## src/rtl/if_stage_fetch_pkg.sv

```systemverilog
// if_stage_fetch_pkg: shared types and constants for the instruction-fetch stage.
// Revision 1.0
`default_nettype none

package if_stage_fetch_pkg;

  localparam int unsigned XLEN = 32;
  localparam logic [XLEN-1:0] DEFAULT_RESET_PC = 32'h0000_0000;

  typedef enum logic [1:0] {
    IDLE  = 2'd0,
    FETCH = 2'd1,
    HOLD  = 2'd2
  } state_e;

endpackage

`default_nettype wire

```

## src/rtl/if_stage_fetch_pc_next_calc.sv

```systemverilog
// pc_next_calc: combinational next-PC adders for sequential fetch and decode redirects.
// Revision 1.0
`default_nettype none

module pc_next_calc
  import if_stage_fetch_pkg::*;
(
  input  logic [XLEN-1:0] pc_i,
  input  logic [XLEN-1:0] instr_pc_i,
  input  logic [XLEN-1:0] branch_offset_i,
  input  logic            branch_taken_i,
  output logic [XLEN-1:0] seq_pc_o,
  output logic [XLEN-1:0] redirect_pc_o
);

  logic [XLEN-1:0] w_byte_offset;

  // Not-taken collapses redirect_pc to Instr_PC+4, the sequential successor.
  assign w_byte_offset = branch_taken_i ? (branch_offset_i << 2) : '0;
  assign seq_pc_o      = pc_i + 32'd4;
  assign redirect_pc_o = instr_pc_i + 32'd4 + w_byte_offset;

endmodule

`default_nettype wire

```

## src/rtl/if_stage_fetch.sv

```systemverilog
// if_stage_fetch: PC holder, single outstanding memory fetch, valid/ready hand-off to decode.
// Revision 1.0
`default_nettype none

module if_stage_fetch
  import if_stage_fetch_pkg::*;
#(
  parameter logic [31:0] RESET_PC = DEFAULT_RESET_PC
) (
  input  logic        Clk,
  input  logic        Reset,
  output logic        Mem_req,
  output logic [31:0] Mem_addr,
  input  logic        Mem_ack,
  input  logic [31:0] Mem_rdata,
  output logic [31:0] Instr,
  output logic [31:0] Instr_PC,
  output logic        Instr_valid,
  input  logic        Instr_ready,
  input  logic        Branch_taken,
  input  logic [31:0] Branch_offset,
  output logic [31:0] PC
);

  state_e          state_q, state_d;
  logic [XLEN-1:0] pc_q, pc_d;
  logic [XLEN-1:0] instr_q, instr_d;
  logic [XLEN-1:0] instr_pc_q, instr_pc_d;
  logic            instr_valid_q, instr_valid_d;
  logic [XLEN-1:0] seq_pc;
  logic [XLEN-1:0] redirect_pc;

  pc_next_calc u_pc_next_calc (
    .pc_i           (pc_q),
    .instr_pc_i     (instr_pc_q),
    .branch_offset_i(Branch_offset),
    .branch_taken_i (Branch_taken),
    .seq_pc_o       (seq_pc),
    .redirect_pc_o  (redirect_pc)
  );

  always_ff @(posedge Clk) begin
    if (!Reset) begin
      state_q       <= IDLE;
      pc_q          <= {RESET_PC[31:2], 2'b00};
      instr_q       <= '0;
      instr_pc_q    <= '0;
      instr_valid_q <= 1'b0;
    end else begin
      state_q       <= state_d;
      pc_q          <= pc_d;
      instr_q       <= instr_d;
      instr_pc_q    <= instr_pc_d;
      instr_valid_q <= instr_valid_d;
    end
  end

  always_comb begin
    state_d       = state_q;
    pc_d          = pc_q;
    instr_d       = instr_q;
    instr_pc_d    = instr_pc_q;
    instr_valid_d = instr_valid_q;
    case (state_q)
      IDLE: state_d = FETCH;
      FETCH: begin
        if (Mem_ack) begin
          instr_d       = Mem_rdata;
          instr_pc_d    = pc_q;
          instr_valid_d = 1'b1;
          pc_d          = seq_pc;
          state_d       = HOLD;
        end
      end
      HOLD: begin
        // Branch_taken only matters here; elsewhere it never reaches a register.
        if (instr_valid_q && Instr_ready) begin
          instr_valid_d = 1'b0;
          pc_d          = redirect_pc;
          state_d       = FETCH;
        end
      end
      default: state_d = IDLE;
    endcase
  end

  assign Mem_req     = (state_q == FETCH);
  assign Mem_addr    = {pc_q[31:2], 2'b00};
  assign Instr       = instr_q;
  assign Instr_PC    = instr_pc_q;
  assign Instr_valid = instr_valid_q;
  assign PC          = pc_q;

endmodule

`default_nettype wire
```

## config.mk

```make
export PLATFORM = sky130hd
export DESIGN_NAME = if_stage_fetch
export DESIGN_NICKNAME = d
export VERILOG_FILES = /design/src/rtl/if_stage_fetch_pkg.sv /design/src/rtl/if_stage_fetch_pc_next_calc.sv /design/src/rtl/if_stage_fetch.sv
export SDC_FILE = /design/constraint.sdc
export NUM_CORES = 1
export LEC_CHECK = 0
export ABC_AREA = 1
export CORE_MARGIN = 3
export CORE_UTILIZATION = 53
export CTS_CLUSTER_SIZE = 20
export DETAILED_ROUTE_END_ITERATION = 8
export GPL_ROUTABILITY_DRIVEN = 0
export GPL_TIMING_DRIVEN = 0
export PLACE_DENSITY = 0.88
export SLEW_MARGIN = 20
export SYNTH_ARGS = -nofsm -noshare
export SYNTH_HDL_FRONTEND = slang
export SYNTH_SLANG_ARGS = --single-unit
```

## constraint.sdc

```tcl
create_clock -name Clk -period 6.1 [get_ports Clk]
set_input_delay 1.22 -clock Clk [delete_from_list [all_inputs] [get_ports Clk]]
set_output_delay 1.22 -clock Clk [all_outputs]
set_load 0.1 [all_outputs]
```

==> impl_results.rst <==
.. list-table::
   :header-rows: 1

   * - Metric
     - Value
   * - Crit-path max FO
     - 10
   * - Die Ht
     - roughly 120 um
   * - Cell leakage power
     - 0.00455 uW
   * - Clock Pin Slew Worst Setup and Hold Paths
     - approximately 0.070 ns
   * - Synth cell types
     - 38
   * - Filler instances
     - around 1100
   * - Data arrival, critical path
     - ~5.0 ns
   * - Portion of the post-synthesis area used by sequential elements
     - between 20% and 30%
   * - Worst VDD drop
     - roughly 0.20 mV
   * - # H-tree levels
     - 3
   * - First-pass GRT wire length
     - between 30 and 40 mm
   * - CTS Buffer Depth
     - 2
   * - Length of the first detailed-routing pass in iterations
     - 6
   * - Number of global-route vias before repair
     - ~7400
   * - Standard-cell rows
     - 42
   * - Floorplan Core Area
     - between 0.01 and 0.015 mm^2
   * - Data required time at the worst endpoint
     - around 6.3 ns
   * - Average vias per placed instance
     - roughly 5.5
   * - Worst R2R Start
     - Instr_PC[3]$_SDFFE_PN0P_
   * - Time the final worst path needs with I/O delays and setup
     - around 4.8 ns
   * - Number of max-capacitance violations reported
     - 0
   * - Critical path startpoint category
     - primary input
   * - GRT overflow
     - 0
   * - Setup skew after layout
     - 0.00400 ns
   * - Type of destination of the critical path
     - register
   * - Number of cells produced by synthesis
     - about 1100
   * - Final instance area
     - 0.00966 mm^2
   * - Post-Syn Area per Cell
     - ~6.4 um^2
   * - Max Fclk
     - about 210 MHz
   * - Horiz. Die Dim
     - 123 um
   * - CTS tree
     - built
   * - Final routed DRC violation total
     - 0
   * - Number of antenna violations at the first check in global routing
     - 0
   * - Synthesized cell area
     - roughly 0.0072 mm^2
   * - Maximum number of pins on one net before global-route repair
     - 18
   * - Crit path kind
     - in -> reg
   * - Starting density of the core
     - 54.3%
   * - Die area
     - between 0.015 and 0.02 mm^2
   * - Class of the tightest hold or removal check
     - reg -> reg
   * - Aggregate routed wire length
     - 23.9 mm
   * - Max Transition Viols Final
     - 0
   * - Setup repair bufs after CTS
     - 0
   * - Total via count in the routed design
     - 8317
   * - Hold slack
     - roughly 0.46 ns
   * - Area grow syn2layout
     - 33.7%
   * - Iteration-0 DRC count of the detailed router
     - 928
   * - Setup crit start
     - Branch_taken
   * - Cell Pwr Density
     - approximately 210 mW/mm^2
   * - Num ports
     - around 200
   * - Final period util
     - about four fifths
   * - Worst skew pair latency
     - around 0.35 ns
   * - Count of input and output buffers
     - about 190
   * - Number of buffers created by CTS
     - 9
   * - Final-layout setup total negative slack
     - 0 ns
   * - Number of register bits inferred by synthesis
     - between 90 and 100
   * - Avg WL per Cell
     - ~16 um
   * - # clock sinks
     - 99
   * - HPWL Detailed
     - between 15 and 20 mm
   * - Overall global routing resource usage
     - a little under a third
   * - Setup repair after global routing missed its margin
     - no
   * - Number of gates given a new drive strength after cts
     - 0
   * - Final number of hold-violating endpoints
     - 0
   * - Number of antenna diodes
     - 0
   * - Synthesis warning total
     - 0
   * - Number of antenna-violating nets in the routed design
     - 0
   * - Share of post-route cells with drive strength above 1
     - about 7.5%
   * - Startpoint of the most critical hold path
     - Instr[0]$_SDFFE_PN0P_
   * - Result of the run
     - completed
   * - Slew headroom
     - approximately 32%
   * - Number of failing setup endpoints in the final timing report
     - 0
   * - Actual transition at the worst max-transition pin
     - just over 1 ns
   * - Instance area at placement
     - 0.00938 mm^2
   * - Core utilization of the finished layout
     - 72.6%
   * - Final Net Count
     - around 1500
   * - Master cell of the clock root buffer
     - sky130_fd_sc_hd__clkbuf_16
   * - Hold buffer count at cts
     - 0
Yosys cell counts, drive strengths merged:
master	count	area share (%)
nand2	353	19
a21oi	144	10
inv	140	7.3
dfxtp	99	27
nor2	70	4.2
o21ai	64	4.4
nand3	59	4.3
ha	58	10
buf	50	4.5
nor3	26	2.6
clkbuf	19	0.99
xor2	19	2.3
nand3b	7	0.73
nand4	7	0.61
a31oi	5	0.43
o21bai	4	0.47
xnor2	2	0.24
a21o	1	0.10
and2	1	0.087
clkinv	1	0.052
conb	1	0.052
fa	1	0.28
nor4	1	0.087
o211ai	1	0.10
or2	1	0.087
area by class of cell:
cell class	instances	area [um^2]	area share [%]
buffer	69	395	4.09
clock buffer	10	229	2.37
clock inverter	6	48.8	0.505
inverter	141	529	5.48
multi-input combinational	826	4320	44.7
sequential	99	1980	20.5
tap	176	220	2.28
timing repair buffer	193	1930	20.0
where the power goes:
part	internal [uW]	switching, uW	total (uW)
registers	683	51.2	734
logic	212	567	779
clock network	282	269	551
placed cells by master (no fill, tap or decap), drive strengths merged, types with 7 or more instances in the layout:
cell type and n:
buf 50, nand2 353, dfxtp 99, nor3 26
nand3 59, nand3b 7, xor2 19, inv 142
nand4 7, ha 58, clkdlybuf4s50 193, clkbuf 29
a21oi 144, nor2 70, o21ai 64
stage by stage:
stage	cells	setup WS, ns	power (uW)
floorplan	1135	2.46	1310
global placement	1504	1.03	1510
detailed placement	1504	0.991	1520
CTS	1520	1.34	2060
global route	1520	1.06	2140
finish	1520	1.33	2060
worst max-delay path, stage by stage:
cell and delay (ns):
sky130_fd_sc_hd__clkdlybuf4s50_1 0.49, sky130_fd_sc_hd__clkbuf_1 0.49, sky130_fd_sc_hd__buf_1 0.58, sky130_fd_sc_hd__nand2_1 0.10, sky130_fd_sc_hd__inv_1 0.08, sky130_fd_sc_hd__ha_1 0.22, sky130_fd_sc_hd__ha_1 0.24, sky130_fd_sc_hd__fa_1 0.43
sky130_fd_sc_hd__nand2_1 0.09, sky130_fd_sc_hd__inv_1 0.05, sky130_fd_sc_hd__nand2_1 0.05, sky130_fd_sc_hd__nand3_1 0.16, sky130_fd_sc_hd__nand3_1 0.12, sky130_fd_sc_hd__nand3_1 0.18, sky130_fd_sc_hd__o21ai_0 0.39, sky130_fd_sc_hd__a21oi_1 0.11
cells by family (layout without fill, tap and decap cells):
kind of cell | after synthesis | after routing | synth area share [%]
adder cells (fa/ha/maj) | 59 | 59 | 10.3
other | 1 | 2 | 0.0519
buffers and inverters | 210 | 419 | 12.8
AO/OA/AOI/OAI | 219 | 219 | 15.6
flip-flops | 99 | 99 | 27.4
AND/OR/NAND/NOR | 525 | 525 | 31.3
XOR/XNOR | 21 | 21 | 2.55
flip-flops by register name, summed over array words and instances (netlist names):
name,count
Instr,32
Instr_PC,32
PC,32
state_q,2
Instr_valid,1
final timing paths:
check | cells after the start | to | slack [ns]
min reg2reg | 2 | Instr[0]$_SDFFE_PN0P_ | 0.46
max | 16 | PC[15]$_SDFFE_PN0P_ | 1.33
min | 2 | Instr[0]$_SDFFE_PN0P_ | 0.46
max reg2reg | 11 | PC[15]$_SDFFE_PN0P_ | 3.52
per-layer routing:
metal | vias to the layer above | GRT usage, % | wire length [um] | share of wire (%)
li1 | 4027 | - | - | -
met1 | 3699 | 40.5 | 9290 | 39
met2 | 509 | 48.8 | 10700 | 45
met3 | 82 | 8.39 | 2910 | 12
met4 | 0 | 12.5 | 997 | 4.2
met5 | - | 0 | 0 | 0
No activity file was read; power rests on OpenSTA's default activity.
